==> src/rtl/ahb_mtx_in_stage.sv <==
// AHB bus-matrix input stage: holds a master's address phase while the target
// output stage is busy and returns HREADYOUTS/HRESPS to the master.
module ahb_mtx_in_stage #(
  parameter int ADDR_W = 32,
  parameter int MID_W  = 4
) (
  input  logic              HCLK,
  input  logic              HRESETn,
  input  logic              HSELS,
  input  logic [ADDR_W-1:0] HADDRS,
  input  logic [1:0]        HTRANSS,
  input  logic              HWRITES,
  input  logic [2:0]        HSIZES,
  input  logic [2:0]        HBURSTS,
  input  logic [3:0]        HPROTS,
  input  logic [MID_W-1:0]  HMASTERS,
  input  logic              HMASTLOCKS,
  input  logic              HREADYS,
  input  logic              active_ip,
  input  logic              readyout_ip,
  input  logic              resp_ip,
  output logic              sel_ip,
  output logic [ADDR_W-1:0] addr_ip,
  output logic [1:0]        trans_ip,
  output logic              write_ip,
  output logic [2:0]        size_ip,
  output logic [2:0]        burst_ip,
  output logic [3:0]        prot_ip,
  output logic [MID_W-1:0]  master_ip,
  output logic              mastlock_ip,
  output logic              held_tran_ip,
  output logic              HREADYOUTS,
  output logic              HRESPS
);

  logic              r_hold_v;
  logic              r_dphase;
  logic              r_sel;
  logic [ADDR_W-1:0] r_addr;
  logic [1:0]        r_trans;
  logic              r_write;
  logic [2:0]        r_size;
  logic [2:0]        r_burst;
  logic [3:0]        r_prot;
  logic [MID_W-1:0]  r_master;
  logic              r_mastlock;

  logic w_new_tran;
  logic w_accept;
  logic w_capture;

  // IDLE/BUSY are never held; only NONSEQ/SEQ set HTRANS[1]
  assign w_new_tran   = HSELS & HREADYS & HTRANSS[1];
  assign held_tran_ip = r_hold_v | w_new_tran;
  assign w_accept     = held_tran_ip & active_ip & readyout_ip;
  assign w_capture    = ~r_hold_v & w_new_tran & ~w_accept;

  always_ff @(posedge HCLK or negedge HRESETn) begin
    if (!HRESETn) begin
      r_hold_v <= 1'b0;
      r_dphase <= 1'b0;
    end else begin
      if (w_capture)     r_hold_v <= 1'b1;
      else if (w_accept) r_hold_v <= 1'b0;
      if (w_accept)         r_dphase <= 1'b1;
      else if (readyout_ip) r_dphase <= 1'b0;
    end
  end

  // Hold regs freeze while held so arbitration sees a stable address
  always_ff @(posedge HCLK or negedge HRESETn) begin
    if (!HRESETn) begin
      r_sel      <= 1'b0;
      r_addr     <= '0;
      r_trans    <= '0;
      r_write    <= 1'b0;
      r_size     <= '0;
      r_burst    <= '0;
      r_prot     <= '0;
      r_master   <= '0;
      r_mastlock <= 1'b0;
    end else if (w_capture) begin
      r_sel      <= HSELS;
      r_addr     <= HADDRS;
      r_trans    <= HTRANSS;
      r_write    <= HWRITES;
      r_size     <= HSIZES;
      r_burst    <= HBURSTS;
      r_prot     <= HPROTS;
      r_master   <= HMASTERS;
      r_mastlock <= HMASTLOCKS;
    end
  end

  assign sel_ip      = r_hold_v ? r_sel      : HSELS;
  assign addr_ip     = r_hold_v ? r_addr     : HADDRS;
  assign trans_ip    = r_hold_v ? r_trans    : HTRANSS;
  assign write_ip    = r_hold_v ? r_write    : HWRITES;
  assign size_ip     = r_hold_v ? r_size     : HSIZES;
  assign burst_ip    = r_hold_v ? r_burst    : HBURSTS;
  assign prot_ip     = r_hold_v ? r_prot     : HPROTS;
  assign master_ip   = r_hold_v ? r_master   : HMASTERS;
  assign mastlock_ip = r_hold_v ? r_mastlock : HMASTLOCKS;

  assign HREADYOUTS = r_hold_v ? 1'b0 : (r_dphase ? readyout_ip : 1'b1);
  assign HRESPS     = (r_dphase & ~r_hold_v) ? resp_ip : 1'b0;

endmodule

==> config.mk <==
export PLATFORM = sky130hd
export DESIGN_NAME = ahb_mtx_in_stage
export DESIGN_NICKNAME = d
export VERILOG_FILES = /design/src/rtl/ahb_mtx_in_stage.sv
export SDC_FILE = /design/constraint.sdc
export NUM_CORES = 1
export LEC_CHECK = 0
export ABC_AREA = 1
export BUFFER_PORTS_ARGS = -buffer_cell sky130_fd_sc_hd__buf_2
export CORE_MARGIN = 2
export CORE_UTILIZATION = 46
export CTS_CLUSTER_SIZE = 12
export DETAILED_ROUTE_END_ITERATION = 8
export PLACE_DENSITY = 0.81
export SKIP_LAST_GASP = 1
export SYNTH_ARGS = -nofsm -noshare
export SYNTH_HDL_FRONTEND = slang
export SYNTH_SLANG_ARGS = --single-unit
==> constraint.sdc <==
create_clock -name HCLK -period 2.15 [get_ports HCLK]
set_input_delay 0.3225 -clock HCLK [delete_from_list [all_inputs] [get_ports HCLK]]
set_output_delay 0.3225 -clock HCLK [all_outputs]
set_load 0.02 [all_outputs]
==> results.sh <==
export IMPL_drive_gt1_share_pct=26.7
export IMPL_clkTransAtPathRegs_ns=0.09
export IMPL_antenna_found_initial=0
export IMPL_fin_util_pct=58.7
export IMPL_hold_class="input pin to asynchronous set/reset pin"
export IMPL_grt_pass1_vias=2499
export IMPL_clk_latency_ns=0.30
export IMPL_synth_top_family_by_area="simple AND/OR/NAND/NOR gates"
export IMPL_fin_nets=557
export IMPL_slowest_delay_ns=0.37
export IMPL_grt_pass1_wl_mm=11.2
export IMPL_clockBufferDepth=2
export IMPL_viasPerCell=4.95
export IMPL_placed_cell_area_um2=3370
export IMPL_gp_congestion=0.783
export IMPL_critical_path_arrival_ns=1.67
export IMPL_whs_ns=-0.00100
export IMPL_yosysWarnings=0
export IMPL_synth_seq_cells=53
export IMPL_postCtsSetupRepairBufs=0
export IMPL_r2r_end="r_master[0]"
export IMPL_layout_min_cycle_time_ns=1.99
export IMPL_antenna_cells=0
export IMPL_violations="negative hold slack"
export IMPL_num_rows=28
export IMPL_wl_per_cell_um=11.9
export IMPL_grt_ovfl_total=0
export IMPL_worst_slew_pin_slew_ns=0.548
export IMPL_core_um2=5890
export IMPL_muxShareOfSynthArea_pct=0
export IMPL_async_reset_ff_share_pct=100
export IMPL_start_kind="flop"
export IMPL_synth_area_top_cells="dfrtp_1 48%, nand2_1 34%, nand3_1 9.0%"
export IMPL_critPathTopFamily="buffers and inverters"
export IMPL_numCtsBuffers=5
export IMPL_cp_slowest_cell="dfrtp_2"
export IMPL_crit_type="flop to output pin"
export IMPL_fin_skew_ns=0.00471
export IMPL_hold_viol=2
export IMPL_die_y_um=81.6
export IMPL_dp_cells=568
export IMPL_syn_area_um2=2770
export IMPL_h_tree_depth=2
export IMPL_syn_area_per_cell_um2=6.93
export IMPL_syn_inst=400
export IMPL_slew_headroom_pct=63.5
export IMPL_cts_sink_count=53
export IMPL_setup_violations_final=0
export IMPL_final_cells=576
export IMPL_fin_crit_sh_pct=92.5
export IMPL_synth_compound_area_share_pct=1.40
export IMPL_power_density_nw_per_um2=817
export IMPL_cts_root_buf="clkbuf_8"
export IMPL_cts_hold_buf=0
export IMPL_r2r_setup_slack_ns=0.52
export IMPL_yosys_area_top_type="dfrtp_1"
export IMPL_r2r_start="r_hold_v"
export IMPL_setup_tns_ns=0
export IMPL_critPathCaptureType="output pin"
export IMPL_dieArea_um2=6660
export IMPL_die_w_um=81.6
export IMPL_path_max_fanout=36
export IMPL_start_util_pct=47.1
export IMPL_maxCapViolCount=0
export IMPL_routed_wl_mm=6.84
export IMPL_ir_worst_vdd_mv=0.373
export IMPL_synth_top_area_share_pct=47.8
export IMPL_syn2layout_area_growth_pct=24.6
export IMPL_synthSimpleGateAreaFrac_pct=44.5
export IMPL_drc=0
export IMPL_io_buffers=110
export IMPL_p_leak_uw=0.00212
export IMPL_yosys_cell_count_top_type="nand2_1"
export IMPL_status="finished with violations"
export IMPL_final_area_um2=3450
export IMPL_grt_use_total_pct=21.2
export IMPL_postCtsResizedCells=0
export IMPL_synthAdderAreaFrac_pct=0
export IMPL_grt_start_max_net_pins=52
export IMPL_synth_enable_flop_cells=0
export IMPL_netlist_top_cells_count="253 x nand2_1, 53 x dfrtp_1, 50 x nand3_1, 16 x buf_2"
export IMPL_yosys_area_share_xor_xnor_pct=0
export IMPL_rr_worst_depth=6
export IMPL_drtIter0Drc=156
export IMPL_final_max_slew_violation_count=0
export IMPL_ys_seq_area_share_pct=47.8
export IMPL_ant_nets=0
export IMPL_cts_tree="done"
export IMPL_synth_main_ff_cell="dfrtp_1"
export IMPL_drt_first_pass_iters=4
export IMPL_cp_buffers_inverters=3
export IMPL_cp_required_ns=1.83
export IMPL_hpwlAfterDp_mm=4.84
export IMPL_rsz0062_at_grt="no"
export IMPL_worstPathCellList="buf_4, buf_4, nand2_1, nand2_1, buf_2"
export IMPL_fmax_ghz=0.503
export IMPL_synth_nets=457
export IMPL_dr_total_vias=2853
export IMPL_yosysUniqueCellTypes=16
export IMPL_io_pins=111
how the worst max path moves through the flow:
stage	from	endpoint	slack, ns	depth (start not counted)
final	r_hold_v	size_ip[2]	0.16	5
after global routing	r_hold_v	addr_ip[19]	0.05	5
after CTS	r_hold_v	size_ip[2]	0.16	5
after detailed placement	r_hold_v	size_ip[2]	0.50	5
after global placement	r_hold_v	addr_ip[22]	0.54	5
after floorplan	r_hold_v	trans_ip[1]	0.82	3
report_power, final:
| group | switching [uW] | internal [uW] | leakage [uW] | total, uW |
|---|---|---|---|---|
| registers | 125 | 1220 | 0.000658 | 1350 |
| logic | 612 | 324 | 0.00142 | 937 |
| clock network | 312 | 225 | 0.0000439 | 537 |
routing by layer:
metal,routed length [um],GRT usage (%),vias to the layer above,share of wire (%)
li1,-,-,1434,-
met1,3190,29.1,1330,47
met2,3240,35.6,87,47
met3,395,3.74,2,5.8
met4,15,4.17,0,0.22
met5,0,0,-,0
registers in the layout, summed over array words and instances (netlist names):
name,cells
r_burst,3
r_addr,32
r_trans,2
r_hold_v,1
r_master,4
r_dphase,1
r_mastlock,1
r_write,1
r_sel,1
r_size,3
r_prot,4
cell families (layout without fill, tap and decap cells):
kind of cell	count (synthesis)	count (layout)
simple gates	309	309
flops	53	53
compound gates	5	5
buf+inv	33	134
cell type report:
type                       count  area, um^2
fill                         564        2430
sequential                    53        1330
multi-input combinational    314        1280
timing repair buffer         119         643
tap                           75        93.8
clock buffer                   5        68.8
inverter                       7        26.3
clock inverter                 3        17.5
layout by cell type, fill, tap and decap left out, types with 2 or more instances in the layout:
cell,count
nand2_1,253
buf_2,110
dfrtp_1,52
nand3_1,50
buf_4,7
inv_1,5
clkbuf_8,5
nor2_1,3
inv_2,2
o21ai_0,2
clkinv_2,2
buf_12,2
metrics by stage:
step / setup WS (ns) / power [uW]
floorplan: 0.819 / 1980
global placement: 0.544 / 2270
detailed placement: 0.498 / 2310
CTS: 0.158 / 2840
global route: 0.0459 / 3010
finish: 0.162 / 2820
(Power assumes the default switching activity.)
